[src/rtl/led_matrix_scan.sv]
// 4x4 LED matrix scanner: column-multiplexed cathode enables with dead-time blanking,
// global PWM brightness and a one-deep pending frame buffer loaded by valid/ready.
module led_matrix_scan #(
    parameter int unsigned SCAN_DIV    = 12000,
    parameter int unsigned DEAD_CYCLES = 48,
    parameter int unsigned PWM_BITS    = 4
) (
    input  logic                clk,
    input  logic                resetn,
    input  logic [15:0]         frame_in,
    input  logic                frame_valid,
    output logic                frame_ready,
    input  logic [PWM_BITS-1:0] brightness,
    output logic [3:0]          kled_tri,
    output logic [3:0]          aled,
    output logic                frame_sync
);

    localparam int unsigned CNT_MAX = (SCAN_DIV > DEAD_CYCLES) ? SCAN_DIV : DEAD_CYCLES;
    localparam int unsigned CNT_W   = $clog2(CNT_MAX);
    localparam logic [CNT_W-1:0] DEAD_LAST = CNT_W'(DEAD_CYCLES - 1);
    localparam logic [CNT_W-1:0] SCAN_LAST = CNT_W'(SCAN_DIV - 1);

    typedef enum logic {
        ST_BLANK = 1'b0,
        ST_ON    = 1'b1
    } state_e;

    state_e              state_q, state_d;
    logic [1:0]          col_q, col_d;
    logic [CNT_W-1:0]    cnt_q, cnt_d;
    logic [PWM_BITS-1:0] pwm_q, pwm_d;
    logic                run_q, run_d;
    logic [15:0]         active_q, active_d;
    logic [15:0]         pend_q, pend_d;
    logic                pend_full_q, pend_full_d;
    logic [PWM_BITS-1:0] bright_q, bright_d;
    logic [3:0]          kled_q, kled_d;
    logic [3:0]          aled_q, aled_d;
    logic                sync_q, sync_d;
    logic [3:0]          row_d;
    logic                pwm_on_d;

    // Next-state logic; outputs are computed for the cycle being entered so they register cleanly.
    always_comb begin
        state_d     = state_q;
        col_d       = col_q;
        cnt_d       = cnt_q + 1'b1;
        pwm_d       = pwm_q + 1'b1;
        run_d       = 1'b1;
        active_d    = active_q;
        pend_d      = pend_q;
        pend_full_d = pend_full_q;
        bright_d    = bright_q;
        kled_d      = 4'b0000;
        aled_d      = 4'b0000;
        sync_d      = 1'b0;
        row_d       = 4'b0000;
        pwm_on_d    = 1'b0;

        // run_q low means the next cycle is the very first frame start after reset.
        if (!run_q) begin
            state_d = ST_BLANK;
            col_d   = 2'd0;
            cnt_d   = '0;
            pwm_d   = '0;
        end else begin
            case (state_q)
                ST_BLANK: begin
                    if (cnt_q == DEAD_LAST) begin
                        state_d = ST_ON;
                        cnt_d   = '0;
                        pwm_d   = '0;
                    end
                end
                ST_ON: begin
                    if (cnt_q == SCAN_LAST) begin
                        state_d = ST_BLANK;
                        cnt_d   = '0;
                        col_d   = col_q + 2'd1;
                    end
                end
                default: begin
                    state_d = ST_BLANK;
                end
            endcase
        end

        sync_d = (state_d == ST_BLANK) && (col_d == 2'd0) && (cnt_d == '0);

        // Swap reads the pre-edge pending word; a word accepted on the same edge stays pending.
        if (sync_d) begin
            bright_d = brightness;
            if (pend_full_q) begin
                active_d    = pend_q;
                pend_full_d = 1'b0;
            end
        end
        if (frame_valid && !pend_full_q) begin
            pend_d      = frame_in;
            pend_full_d = 1'b1;
        end

        row_d    = active_q[{col_d, 2'b00} +: 4];
        pwm_on_d = (bright_q == '1) || (pwm_d < bright_q);
        if (state_d == ST_ON) begin
            kled_d = 4'b0001 << col_d;
            aled_d = pwm_on_d ? row_d : 4'b0000;
        end
    end

    always_ff @(posedge clk or negedge resetn) begin
        if (!resetn) begin
            state_q     <= ST_BLANK;
            col_q       <= 2'd0;
            cnt_q       <= '0;
            pwm_q       <= '0;
            run_q       <= 1'b0;
            active_q    <= 16'h0000;
            pend_q      <= 16'h0000;
            pend_full_q <= 1'b0;
            bright_q    <= '0;
            kled_q      <= 4'b0000;
            aled_q      <= 4'b0000;
            sync_q      <= 1'b0;
        end else begin
            state_q     <= state_d;
            col_q       <= col_d;
            cnt_q       <= cnt_d;
            pwm_q       <= pwm_d;
            run_q       <= run_d;
            active_q    <= active_d;
            pend_q      <= pend_d;
            pend_full_q <= pend_full_d;
            bright_q    <= bright_d;
            kled_q      <= kled_d;
            aled_q      <= aled_d;
            sync_q      <= sync_d;
        end
    end

    assign frame_ready = ~pend_full_q;
    assign kled_tri    = kled_q;
    assign aled        = aled_q;
    assign frame_sync  = sync_q;

endmodule
[config.mk]
export PLATFORM = sky130hd
export DESIGN_NAME = led_matrix_scan
export DESIGN_NICKNAME = d
export VERILOG_FILES = /design/src/rtl/led_matrix_scan.sv
export SDC_FILE = /design/constraint.sdc
export NUM_CORES = 1
export LEC_CHECK = 0
export ABC_AREA = 1
export CORE_ASPECT_RATIO = 1.4
export CORE_MARGIN = 2
export CORE_UTILIZATION = 58
export CTS_CLUSTER_SIZE = 40
export DETAILED_ROUTE_END_ITERATION = 10
export PLACE_DENSITY_LB_ADDON = 0.08
export SLEW_MARGIN = 20
export SYNTH_ARGS = -nofsm -noshare
export SYNTH_HDL_FRONTEND = slang
export SYNTH_SLANG_ARGS = --single-unit
[constraint.sdc]
create_clock -name clk -period 2.3 [get_ports clk]
set_input_delay 0.345 -clock clk [delete_from_list [all_inputs] [get_ports clk]]
set_output_delay 0.345 -clock clk [all_outputs]
set_load 0.01 [all_outputs]
==> flow_summary.json <==
{
  "status": "complete, no violations",
  "crit_type": "register to register",
  "r2r_cells": 13,
  "num_rows": 34,
  "synth.largest_area_cell": "dfrtp_1",
  "drt_iter0_markers": 158,
  "cts.clk_slew.worst_paths_ps": 70,
  "viasPerCell": 5.267,
  "clock_skew_ps": 11.43,
  "dp_hpwl_um": 5991,
  "fp.dieArea_um2": 6939,
  "finalSetupViolations": 0,
  "synth_area_leaders": "dfrtp_1, nand2_1, inv_1",
  "p_switching_w": 0.0009436,
  "ioPinCount": 33,
  "slowest_delay_ps": 420,
  "grt_max_degree": 51,
  "routed_wl_um": 7960,
  "grt_pass1_vias": 3029,
  "required_ps": 2520,
  "totalPowerFinal_w": 0.003299,
  "firstDrtPassIters": 4,
  "worstSetupStartpoint": "cnt_q[1]$_DFF_PN0_",
  "multi_input_area_um2": 1689,
  "cts_tree": "done",
  "clock_latency_ps": 340,
  "fillers": 485,
  "htreeDepth": 3,
  "synthSimpleGateAreaFrac_pct": 35.35,
  "synth_seq_cells": 68,
  "whs_ps": 477.8,
  "netSwitchingFraction_pct": 28.60,
  "netlist_top_cells_count": "nand2_1, dfrtp_1, inv_1",
  "start_kind": "register",
  "grt_usage_pct": 24.92,
  "r2r_end": "active_q[12]$_DFFE_PN0P_",
  "fmax_mhz": 453.0,
  "async_flop_share_pct": 100.0,
  "utilization_pct": 72.47,
  "hold_viol_final": 0,
  "crit_end": "active_q[12]$_DFFE_PN0P_",
  "gr-total-overflow": 0,
  "synthMuxAreaShare_pct": 4.947,
  "synth.cell_area_um2": 3642,
  "powerDensity_nw_per_um2": 743.2,
  "synth_most_common_cell": "nand2_1",
  "io_buffer_count": 32,
  "finalCritPeriodShare_pct": 95.98,
  "peakVddDrop_v": 0.0007436,
  "syn_nets": 453,
  "synthAdderAreaFrac_pct": 1.718,
  "cts.sinks": 68,
  "cp-end-kind": "register",
  "p_comb_share_pct": 21.2,
  "path_cells": "ha_4, nand2_2, nor2_4, buf_4, nand3_1, nand2_1, nor2_1, a21oi_1, nand2_1, nor2_2, nand4_4, nand2_1, nand2_1",
  "yosysSeqAreaShare_pct": 46.72,
  "rsz0062_at_grt": "true",
  "drive_above_1_share_pct": 22.86,
  "netlist.area_leader.share_pct": 46.72,
  "r2r_slack_ps": 90,
  "maxCapViolCount": 0,
  "cts_made_buffers": 9,
  "synth_compound_area_share_pct": 2.095,
  "path_max_fanout": 8,
  "root_buffer": "clkbuf_8",
  "coreArea_um2": 6126,
  "yosys_warnings": 0,
  "p_int_w": 0.002355,
  "fin_cells": 562,
  "avgSynthCellArea_um2": 8.570,
  "post_drt_wl_per_cell_um": 14.16,
  "fin_crit_ps": 2208,
  "critPathSlowestCell": "dfrtp_1",
  "fin_ws_ps": 92.43,
  "rr_startpoint": "cnt_q[1]$_DFF_PN0_",
  "arrival_ps": 2430,
  "power.share.clock_pct": 28.9,
  "postRouteAntennaNets": 0,
  "cp_common_cell": "nand2_1",
  "cts_buffer_depth": 2,
  "min_path_type": "primary input to async pin",
  "initial_core_util_pct": 59.46,
  "ys.flop_type": "dfrtp_1",
  "globalplace.congestion": 0.9392,
  "fp.dieH_um": 97.77,
  "maxSlewViolCount": 0,
  "synth_cell_types": 35,
  "antenna_cells": 0,
  "place_ws_ps": 18.19,
  "seqCellArea_um2": 1703,
  "grt_pass1_wl_um": 13500,
  "grt_antenna_before_repair": 0,
  "dp.cells": 530,
  "synth_enable_flop_cells": 0,
  "synth-xor-area-share_pct": 0.7214,
  "synth_top_family_by_area": "simple AND/OR/NAND/NOR gates",
  "pwr-share-seq_pct": 49.8,
  "area_growth_pct": 21.88,
  "fp.dieW_um": 70.98,
  "via_count": 2960,
  "drc_errors": 0,
  "synthCells": 425,
  "final_nets": 513,
  "p_leak_nw": 2.267
}
cell families (layout without fill, tap and decap cells):
kind of cell	count (synthesis)	after routing
multiplexers	16	16
XOR/XNOR	3	3
buffers and inverters	68	132
flip-flops	68	68
adder cells (fa/ha/maj)	5	5
AND/OR/NAND/NOR	251	252
AO/OA/AOI/OAI	13	13
other	1	1
final cells by class:
type | count | share of cell area (%)
clock buffer | 12 | 3.269
timing repair buffer | 56 | 12.06
clock inverter | 4 | 1.099
inverter | 60 | 5.130
sequential | 68 | 38.36
tap | 72 | 2.029
multi-input combinational | 290 | 38.05
cells in the final DEF, fill, tap and decap left out, types with 2 or more instances in the layout:
cell             netlist  final
o21ai_2                1      2
nor3_1                 4      4
o21ai_0                2      2
inv_1                 53     53
dfrtp_1               68     67
mux2_2                16     16
or2_2                  2      2
clkbuf_8               1     10
nand2_4                4      4
nor2_4                 8      9
nor2_2                 9      9
nand4_1               24     24
a21oi_1                3      3
o21ai_1                4      3
clkdlybuf4s50_1        0     31
o21bai_1               2      2
nor2_1                39     38
inv_2                  4      4
ha_1                   5      4
nand3_2                5      6
nor2_8                 3      3
clkbuf_1               1      2
nand2_2               10     11
buf_12                 0      3
nand2_1              123    122
nand3_1               17     16
buf_4                  0     20
xor2_1                 3      3
clkinv_2               2      4
nand4_4                1      2
layer usage:
metal,vias up,GRT usage [%],part of all wire (%)
li1,1458,-,-
met2,68,44.21,56
met5,-,0,0
met4,0,14.51,4.7
met1,1407,27.30,37
met3,27,4.541,2.9
sequential cells by signal, summed over array words and instances, names as in the netlist:
name and flops:
aled 4, pwm_q 4, state_q 1, bright_q 4, kled_tri 4, active_q 16
col_q 2, run_q 1, pend_q 16, frame_sync 1, cnt_q 14, pend_full_q 1
stage by stage:
| stage | setup TNS [ps] | area [µm²] |
|---|---|---|
| after detailed placement | 0 | 4051 |
| final | 0 | 4439 |
| after CTS | 0 | 4255 |
| after floorplan | 0 | 3642 |
| after global placement | 0 | 4051 |
| after global routing | -700.5 | 4439 |
worst min path at each step:
stage	start	to	slack (ps)
2_1_floorplan	resetn	active_q[0]$_DFFE_PN0P_	50
3_3_place_gp	resetn	pend_q[1]$_DFFE_PN0P_	310
3_5_place_dp	resetn	pend_q[1]$_DFFE_PN0P_	310
4_1_cts	resetn	pend_q[1]$_DFFE_PN0P_	490
5_1_grt	active_q[8]$_DFFE_PN0P_	active_q[8]$_DFFE_PN0P_	510
6_report	resetn	pend_q[1]$_DFFE_PN0P_	480
repair_timing:
item                       CTS  global route
hold endpoints to repair    18             0
setup endpoints to repair    0            25
hold buffers                 1             0
resized for setup            0             9
buffers inserted             0            14
power groups by stage:
stage | combinational [W] | clock (W) | sequential, W
2_1_floorplan | 0.000501 | 0 | 0.00161
3_3_place_gp | 0.000628 | 0 | 0.00166
3_5_place_dp | 0.000648 | 0 | 0.00167
4_1_cts | 0.000654 | 0.000963 | 0.00164
5_1_grt | 0.000798 | 0.00102 | 0.00168
6_report | 0.000701 | 0.000955 | 0.00164
worst max-delay path: cells and delay by family (launching register included):
family	cells	cell delay [ps]
and+or+nand+nor	10	1250
adders and majority gates	1	180
buffers and inverters	1	130
DFF	1	420
AOI/OAI and AO/OA	1	120
No activity file was read; power rests on OpenSTA's default activity.
